===== src/rtl/ads1672_pkg.sv =====
// ads1672_pkg
// Shared types and default sizes for the ADS1672 sample scheduler.
//   sched_state_t      : scheduler FSM states
//   *_WIDTH_DEF        : default data / period / burst widths
//   TIMEOUT_CYCLES_DEF : default conversion watchdog limit in clk cycles
package ads1672_pkg;

  localparam int DATA_WIDTH_DEF     = 24;
  localparam int PERIOD_WIDTH_DEF   = 16;
  localparam int BURST_WIDTH_DEF    = 8;
  localparam int TIMEOUT_CYCLES_DEF = 4096;

  typedef enum logic [1:0] {
    IDLE        = 2'd0,
    TRIGGER     = 2'd1,
    CAPTURE     = 2'd2,
    WAIT_PERIOD = 2'd3
  } sched_state_t;

endpackage


===== src/rtl/ads1672_period_timer.sv =====
// ads1672_period_timer
// Measures trigger-to-trigger spacing. restart is asserted in the TRIGGER
// cycle; that cycle counts as elapsed cycle 0, so expired rises exactly
// max(period,1)-1 cycles later and then stays high (held latch) until the
// next restart, so a period that ends during a long conversion is not lost.
// Ports:
//   clk, rst_n : clock, synchronous active-low reset
//   restart    : restart the count and sample period
//   period     : spacing in cycles, 0 treated as 1
//   expired    : spacing reached (held until restart)
module ads1672_period_timer
  import ads1672_pkg::*;
#(
  parameter int PERIOD_WIDTH = PERIOD_WIDTH_DEF
) (
  input  logic                    clk,
  input  logic                    rst_n,
  input  logic                    restart,
  input  logic [PERIOD_WIDTH-1:0] period,
  output logic                    expired
);

  logic [PERIOD_WIDTH-1:0] count;
  logic [PERIOD_WIDTH-1:0] term;
  logic [PERIOD_WIDTH-1:0] term_next;
  logic                    held;

  always_comb begin
    term_next = '0;
    if (period != '0) term_next = period - 1'b1;
  end

  always_ff @(posedge clk) begin
    if (!rst_n) begin
      count <= '0;
      term  <= '0;
      held  <= 1'b0;
    end else if (restart) begin
      // The restart cycle itself is elapsed cycle 0, so the next cycle is 1.
      count <= PERIOD_WIDTH'(1);
      term  <= term_next;
      held  <= (term_next == '0);
    end else if (!held) begin
      if (count == term) held <= 1'b1;
      else               count <= count + 1'b1;
    end
  end

  assign expired = held | (count == term);

endmodule


===== src/rtl/ads1672_sample_scheduler.sv =====
// ads1672_sample_scheduler
// Issues measure pulses to the ADS1672 capture block (periodic bursts,
// continuous runs, or software single shots), watches each conversion with a
// watchdog, and holds each captured word in a one-entry output register.
// Ports:
//   enable, period, burst_len, sw_trig : run control
//   cap_measure, cap_valid, cap_data   : capture block interface
//   sample_data/idx/valid, sample_ready: output register (valid/ready)
//   busy, overrun, timeout, err_clr    : status and sticky error clear
// Output handshake: a word transfers on any rising clk edge where
// sample_valid and sample_ready are both high; sample_valid stays high and
// sample_data/sample_idx stay stable until that transfer happens.
module ads1672_sample_scheduler
  import ads1672_pkg::*;
#(
  parameter int DATA_WIDTH     = DATA_WIDTH_DEF,
  parameter int PERIOD_WIDTH   = PERIOD_WIDTH_DEF,
  parameter int BURST_WIDTH    = BURST_WIDTH_DEF,
  parameter int TIMEOUT_CYCLES = TIMEOUT_CYCLES_DEF
) (
  input  logic                    clk,
  input  logic                    rst_n,
  input  logic                    enable,
  input  logic [PERIOD_WIDTH-1:0] period,
  input  logic [BURST_WIDTH-1:0]  burst_len,
  input  logic                    sw_trig,
  output logic                    cap_measure,
  input  logic                    cap_valid,
  input  logic [DATA_WIDTH-1:0]   cap_data,
  output logic [DATA_WIDTH-1:0]   sample_data,
  output logic [BURST_WIDTH-1:0]  sample_idx,
  output logic                    sample_valid,
  input  logic                    sample_ready,
  output logic                    busy,
  output logic                    overrun,
  output logic                    timeout,
  input  logic                    err_clr
);

  localparam int WD_WIDTH = $clog2(TIMEOUT_CYCLES + 1);

  sched_state_t            state;
  sched_state_t            state_next;
  logic                    enable_q;
  logic                    single_q;
  logic [BURST_WIDTH-1:0]  burst_q;
  logic [BURST_WIDTH-1:0]  trig_cnt;
  logic [BURST_WIDTH-1:0]  cur_idx;
  logic [WD_WIDTH-1:0]     wd_cnt;
  logic                    period_expired;
  logic                    start_run;
  logic                    start_single;
  logic                    wd_expired;
  logic                    wd_abort;
  logic                    run_done;
  logic                    deliver;
  logic                    drop;

  // Run mode wins when an enable edge and sw_trig coincide.
  assign start_run    = enable & ~enable_q;
  assign start_single = sw_trig & ~start_run;

  // wd_cnt equals the number of cycles since the measure pulse.
  assign wd_expired = (wd_cnt == WD_WIDTH'(TIMEOUT_CYCLES));
  assign deliver    = (state == CAPTURE) & cap_valid;
  assign wd_abort   = (state == CAPTURE) & wd_expired & ~cap_valid;
  assign drop       = deliver & sample_valid & ~sample_ready;

  // trig_cnt already counts the trigger of the conversion in flight.
  assign run_done = single_q | ~enable |
                    ((burst_q != '0) & (trig_cnt == burst_q));

  assign cap_measure = (state == TRIGGER);
  assign busy        = (state != IDLE);

  ads1672_period_timer #(
    .PERIOD_WIDTH (PERIOD_WIDTH)
  ) u_period_timer (
    .clk     (clk),
    .rst_n   (rst_n),
    .restart (state == TRIGGER),
    .period  (period),
    .expired (period_expired)
  );

  always_comb begin
    state_next = state;
    case (state)
      IDLE:        if (start_run || start_single) state_next = TRIGGER;
      TRIGGER:     state_next = CAPTURE;
      CAPTURE: begin
        if (cap_valid || wd_expired) begin
          if (run_done)            state_next = IDLE;
          else if (period_expired) state_next = TRIGGER;
          else                     state_next = WAIT_PERIOD;
        end
      end
      WAIT_PERIOD: begin
        if (!enable)             state_next = IDLE;
        else if (period_expired) state_next = TRIGGER;
      end
      default:     state_next = IDLE;
    endcase
  end

  always_ff @(posedge clk) begin
    if (!rst_n) begin
      state    <= IDLE;
      enable_q <= 1'b0;
      single_q <= 1'b0;
      burst_q  <= '0;
      trig_cnt <= '0;
      cur_idx  <= '0;
      wd_cnt   <= '0;
    end else begin
      state    <= state_next;
      enable_q <= enable;
      if (state == IDLE && (start_run || start_single)) begin
        single_q <= ~start_run;
        trig_cnt <= '0;
      end
      if (state == TRIGGER) begin
        burst_q  <= burst_len;
        cur_idx  <= trig_cnt;
        trig_cnt <= trig_cnt + 1'b1;
        wd_cnt   <= WD_WIDTH'(1);
      end else if (state == CAPTURE && !wd_expired) begin
        wd_cnt <= wd_cnt + 1'b1;
      end
    end
  end

  always_ff @(posedge clk) begin
    if (!rst_n) begin
      sample_valid <= 1'b0;
      sample_data  <= '0;
      sample_idx   <= '0;
      overrun      <= 1'b0;
      timeout      <= 1'b0;
    end else begin
      if (deliver && !drop) begin
        sample_valid <= 1'b1;
        sample_data  <= cap_data;
        sample_idx   <= cur_idx;
      end else if (sample_valid && sample_ready) begin
        sample_valid <= 1'b0;
      end
      // A set event in the same cycle as err_clr keeps the flag set.
      overrun <= drop | (overrun & ~err_clr);
      timeout <= wd_abort | (timeout & ~err_clr);
    end
  end

endmodule


===== config.mk =====
export PLATFORM = sky130hd
export DESIGN_NAME = ads1672_sample_scheduler
export DESIGN_NICKNAME = d
export VERILOG_FILES = /design/src/rtl/ads1672_pkg.sv /design/src/rtl/ads1672_period_timer.sv /design/src/rtl/ads1672_sample_scheduler.sv
export SDC_FILE = /design/constraint.sdc
export NUM_CORES = 1
export LEC_CHECK = 0
export CORE_UTILIZATION = 35
export DETAILED_ROUTE_END_ITERATION = 10
export MAX_ROUTING_LAYER = met4
export PLACE_DENSITY = 0.68
export REMOVE_ABC_BUFFERS = 1
export SLEW_MARGIN = 40
export SYNTH_ARGS = -nofsm -noshare
export SYNTH_HDL_FRONTEND = slang
export SYNTH_SLANG_ARGS = --single-unit

===== constraint.sdc =====
create_clock -name clk -period 3.1 [get_ports clk]
set_input_delay 0.62 -clock clk [delete_from_list [all_inputs] [get_ports clk]]
set_output_delay 0.62 -clock clk [all_outputs]
set_load 0.005 [all_outputs]

Yosys cells after proc, flatten, opt, wreduce, memory -nomap -nowiden

Cells that the tools add are included.

Input port bits: 55
Bits in registers: 109
Output and inout bits: 37
Word-level logic and storage cells: 96

Add/sub/neg operators: 4
Multiplexer cells: 20
Equality and inequality tests: 11
Reduce and logical (&&, ||, !) cells: 20
Bitwise operators: 24

Operator list:

| operator                | number |
|---|---|
| $add A16 B1 Y16 const B | 1 |
| $eq A16 B16 Y1          | 1 |
| $logic_not A16 Y1       | 1 |
| $mux W16                | 1 |
| $mux W8                 | 2 |
| $reduce_bool A16 Y1     | 1 |
| $sub A16 B1 Y16 const B | 1 |
| $add A13 B1 Y13 const B | 1 |
| $eq A13 B13 Y1 const B  | 1 |
| $mux W2                 | 6 |
| $and A1 B1 Y1           | 10 |
| $mux W1                 | 10 |
| $not A1 Y1              | 9 |
| $add A8 B1 Y8 const B   | 1 |
| $eq A8 B8 Y1            | 1 |
| $ne A2 B2 Y1 const B    | 4 |
| $pmux W2 S4             | 1 |
| $reduce_bool A2 Y1      | 4 |
| $reduce_bool A8 Y1      | 1 |
| $or A1 B1 Y1            | 5 |
| $eq A2 B2 Y1 const B    | 2 |
| $logic_and A1 B1 Y1     | 4 |
| $reduce_and A2 Y1       | 2 |
| $ne A3 B3 Y1 const B    | 1 |
| 6 further kinds         | 8 |

Longest topological paths before layout

Depth in word-level cells: 8
Mapped depth: 8

Hierarchy

A second synthesis with hierarchy kept.

Cells, all modules: 634
Area total of the unflattened synthesis: 5,144.9 um^2

Modules (own cells, without submodules):

| module                   | instances | area an instance (um^2) | cells an instance | sequential area each (um^2) |
|---|---|---|---|---|
| ads1672_sample_scheduler | 1         | 3,146.8                 | 391               | 1,521.5 |
| ads1672_period_timer     | 1         | 1,998.2                 | 243               | 660.6 |

Worst setup path after synthesis

No wires, ideal clock.

Path type: input-to-reg
Start: input period[0]
End: register u_period_timer.term[6]
Setup time: 115 ps
Slack: 1,027 ps
Path buffers: 1
Stages: 8
Arrival time: 1,958 ps
Required time: 2,985 ps
Cell sequence: inv_1 -> ha_1 -> nor4b_4 -> and3_1 -> and3_1 -> buf_2 -> o31ai_1 -> and2_1

Word-level cells in the longest chain between the ends: 2
Elaborated cells on any way between the ends: 3

RTL lines:

| item                                                   | RTL line                       | RTL |
|---|---|---|
| start, declared                                        | ads1672_sample_scheduler.sv:24 | `input logic [PERIOD_WIDTH-1:0] period,` |
| $sub A16 B1 Y16 or $reduce_bool A16 Y1 (tied branches) | ads1672_period_timer.sv:30     | `if (period != '0) term_next = period - 1'b1;` |
| $mux W16 (*)                                           | ads1672_period_timer.sv:30     |  |
| end signal, assigned                                   | ads1672_period_timer.sv:41     | `term <= term_next;` |
| end, declared                                          | ads1672_period_timer.sv:24     | `logic [PERIOD_WIDTH-1:0] term;` |

Every way passes the cells marked *; elsewhere a longest branch is shown, timed or not.
A chain may end at the register's enable or synchronous reset.

Worst setup path in the final report

Start: input period[0]
End: register u_period_timer.held

Word-level cells in the longest chain between the ends: 4
Elaborated cells on any way between the ends: 5

RTL lines:

| item                                                   | RTL line                   | RTL |
|---|---|---|
| $sub A16 B1 Y16 or $reduce_bool A16 Y1 (tied branches) | ads1672_period_timer.sv:30 |  |
| $mux W16 (*)                                           | ads1672_period_timer.sv:30 |  |
| $logic_not A16 Y1 (*)                                  | ads1672_period_timer.sv:42 | `held <= (term_next == '0);` |
| $mux W1 (*)                                            | ads1672_period_timer.sv:38 | `end else if (restart) begin` |
| end signal, assigned                                   | ads1672_period_timer.sv:42 |  |
| end, declared                                          | ads1672_period_timer.sv:26 | `logic held;` |

Marked as above.

==> impl_metrics.toml <==
[synthesis]
avgSynthCellArea_um2 = 7.96
synth_area_um2 = 5000
netlist.area_leader.share_pct = 43.7
ys_seq_area_share_pct = 43.7
yosysTopAreaCell = "dfxtp_1"
ys_warn_count = 0
syn_inst = 628
ys_types = 52
synthTopCellsByArea = "dfxtp_1, nand2_1, a21oi_1"
synth-seq-cells = 109

[timing]
finalHoldViolations = 0
max_freq_mhz = 426
clock-skew-final_ns = 0.00678
finalCritPeriodShare_pct = 75.8
rsz0062_at_grt = "false"
fin_ws_ns = 0.750
post-route-min-period_ns = 2.35
worst_slew_pin_slew_ns = 0.611
drv_slew = 0
max_slew_margin_pct = 59.0
setup_viol = 0
tns_ns = 0

[die]
rows = 43
core_area_um2 = 13900
die-area_um2 = 14800
die_width_um = 122
die_y_um = 122
initial_utilization_pct = 36.0
num_io_pins = 92

[clocking]
cts-root-buf = "clkbuf_16"
cts_setup_buffers = 0
numCtsBuffers = 9
clock_latency_ns = 0.35
cts_sinks = 109
cts_tree = "built"
htreeDepth = 3
ctsResizeCount = 0
path_clk_slew_ns = 0.07
cts_hold_buf = 0
clock_path_buffers = 2

[detailed_routing]
drc = 0
num_vias = 4523
vias_per_cell = 5.09
wire_per_inst_um = 13.3
drt-initial-drc-count = 283
drt_pass1_iterations = 4
ant_nets = 0
drt_wl_total_um = 11800

[critical_path]
critPathBufInv = 2
start_kind = "input port"
worstSetupPathType = "in -> reg"
worstPathCellList = "clkdlybuf4s50_1 -> inv_1 -> ha_1 -> nor4b_4 -> and3_1 -> and3_1 -> o2111ai_1 -> o22ai_1"
arrival_ns = 2.62
critPathMaxFanout = 6
cpMaxStageDelayCell = "clkdlybuf4s50_1"
end_kind = "flip-flop"
cpLargestDelayFamily = "simple AND/OR/NAND/NOR gates"
slowest_delay_ns = 0.49
crit_top_cell = "and3_1"
critPathRequiredTime_ns = 3.37

[job]
max_cap_viol_count = 0

[finish]
syn_to_final_growth_pct = 27.6
fin_area_um2 = 6380
layout_common_cells = "nand2_1, dfxtp_1, clkdlybuf4s50_1"
final_util_pct = 46.0
final_nets = 764
layout.cells.most_common = "nand2_1"
drive_gt1_share_pct = 4.51
antenna_cells = 0

[power]
vdd_drop_max_uv = 353
powerDensity_nw_per_um2 = 522
cellLeakagePower_nw = 2.29
power_mw = 3.33

[grt]
grt_pass1_vias = 4162
grt_start_max_net_pins = 60
grt-ovfl-total = 0
grt_pass1_wl_um = 19500
antenna_found_initial = 0
grt_use_total_pct = 16.7

[outcome]
status = "finished clean"

[placed_design]
gp_congestion = 0.999
numPortBuffers = 91
dp_hpwl_um = 8480
place_ws_ns = 0.418
placed_area_um2 = 6070

[min_path]
min_path_type = "reg -> reg"
## routing by layer
layer | track usage (%) | wire (µm)
met2 | 28.6 | 5650
met5 | - | 0
met4 | 4.01 | 170
met1 | 20.0 | 5390
met3 | 3.52 | 598
## final cells by class
type	count	area (µm²)
repair buffers	100	991
clock inverters	7	87.6
inverters	13	48.8
fillers	1364	7500
flip-flops and latches	109	2180
well taps	180	225
clock buffers	9	225
multi-input cells	471	2620
## per-stage QoR
step / hold WS, ns / instances
after global routing: 0.476 / 889
final: 0.451 / 889
after floorplan: 0.432 / 593
after CTS: 0.455 / 889
after global placement: 0.437 / 873
after detailed placement: 0.444 / 873
## report_power, final
group          internal, mW  total (mW)  switching, mW
sequential             1.47        1.54         0.0685
combinational         0.248       0.591          0.343
clock                 0.647        1.20          0.549
total                  2.37        3.33          0.961
## cells by family after synthesis
family,after synthesis,share of synthesized area [%]
xor+xnor,43,7.53
simple gates,279,26.2
buf+inv,48,3.95
compound gates,140,16.6
fa+ha+maj,5,1.25
mux,4,0.801
flops,109,43.7
## worst min-delay path, cell delays in order, from the launching register on
cell and delay (ns):
dfxtp_1 0.31, nand2_1 0.05, a21oi_1 0.05
## cell usage after synthesis, drive strengths merged
| cell | n |
|---|---|
| a211oi | 6 |
| a21boi | 1 |
| a21o | 1 |
| a21oi | 85 |
| a221oi | 1 |
| a22oi | 2 |
| a31o | 2 |
| a31oi | 1 |
| a41o | 2 |
| a41oi | 2 |
| and2 | 6 |
| and3 | 7 |
| and4 | 2 |
| buf | 8 |
| clkbuf | 27 |
| clkinv | 1 |
| dfxtp | 109 |
| ha | 5 |
| inv | 12 |
| mux2i | 4 |
| nand2 | 130 |
| nand2b | 2 |
| nand3 | 20 |
| nand3b | 3 |
| nand4 | 13 |
| nand4b | 1 |
| nor2 | 47 |
| nor2b | 3 |
| nor3 | 15 |
| nor4 | 11 |
| nor4b | 3 |
| o2111ai | 2 |
| o211a | 1 |
| o211ai | 2 |
| o21a | 1 |
| o21ai | 14 |
| o22ai | 1 |
| o2bb2ai | 1 |
| o31a | 2 |
| o31ai | 12 |
| o41ai | 1 |
| or3 | 7 |
| or4 | 9 |
| xnor2 | 7 |
| xor2 | 36 |
## sequential cells by signal (all words and copies together) (netlist names)
register,cells
sample_valid,1
timeout,1
u_period_timer.held,1
u_period_timer.count,16
cur_idx,8
state,2
wd_cnt,13
single_q,1
overrun,1
enable_q,1
trig_cnt,8
u_period_timer.term,16
sample_data,24
sample_idx,8
burst_q,8
## final timing paths
| path | startpoint | slack, ns | cells past startpoint | to |
|---|---|---|---|---|
| setup / recovery | period[0] | 0.75 | 8 | u_period_timer.held |
| hold / removal | cur_idx[0] | 0.45 | 2 | sample_idx[0] |
| setup reg to reg | u_period_timer.count[3] | 1.14 | 5 | u_period_timer.count[11] |
| hold reg to reg | cur_idx[0] | 0.45 | 2 | sample_idx[0] |
(Power assumes the default switching activity.)
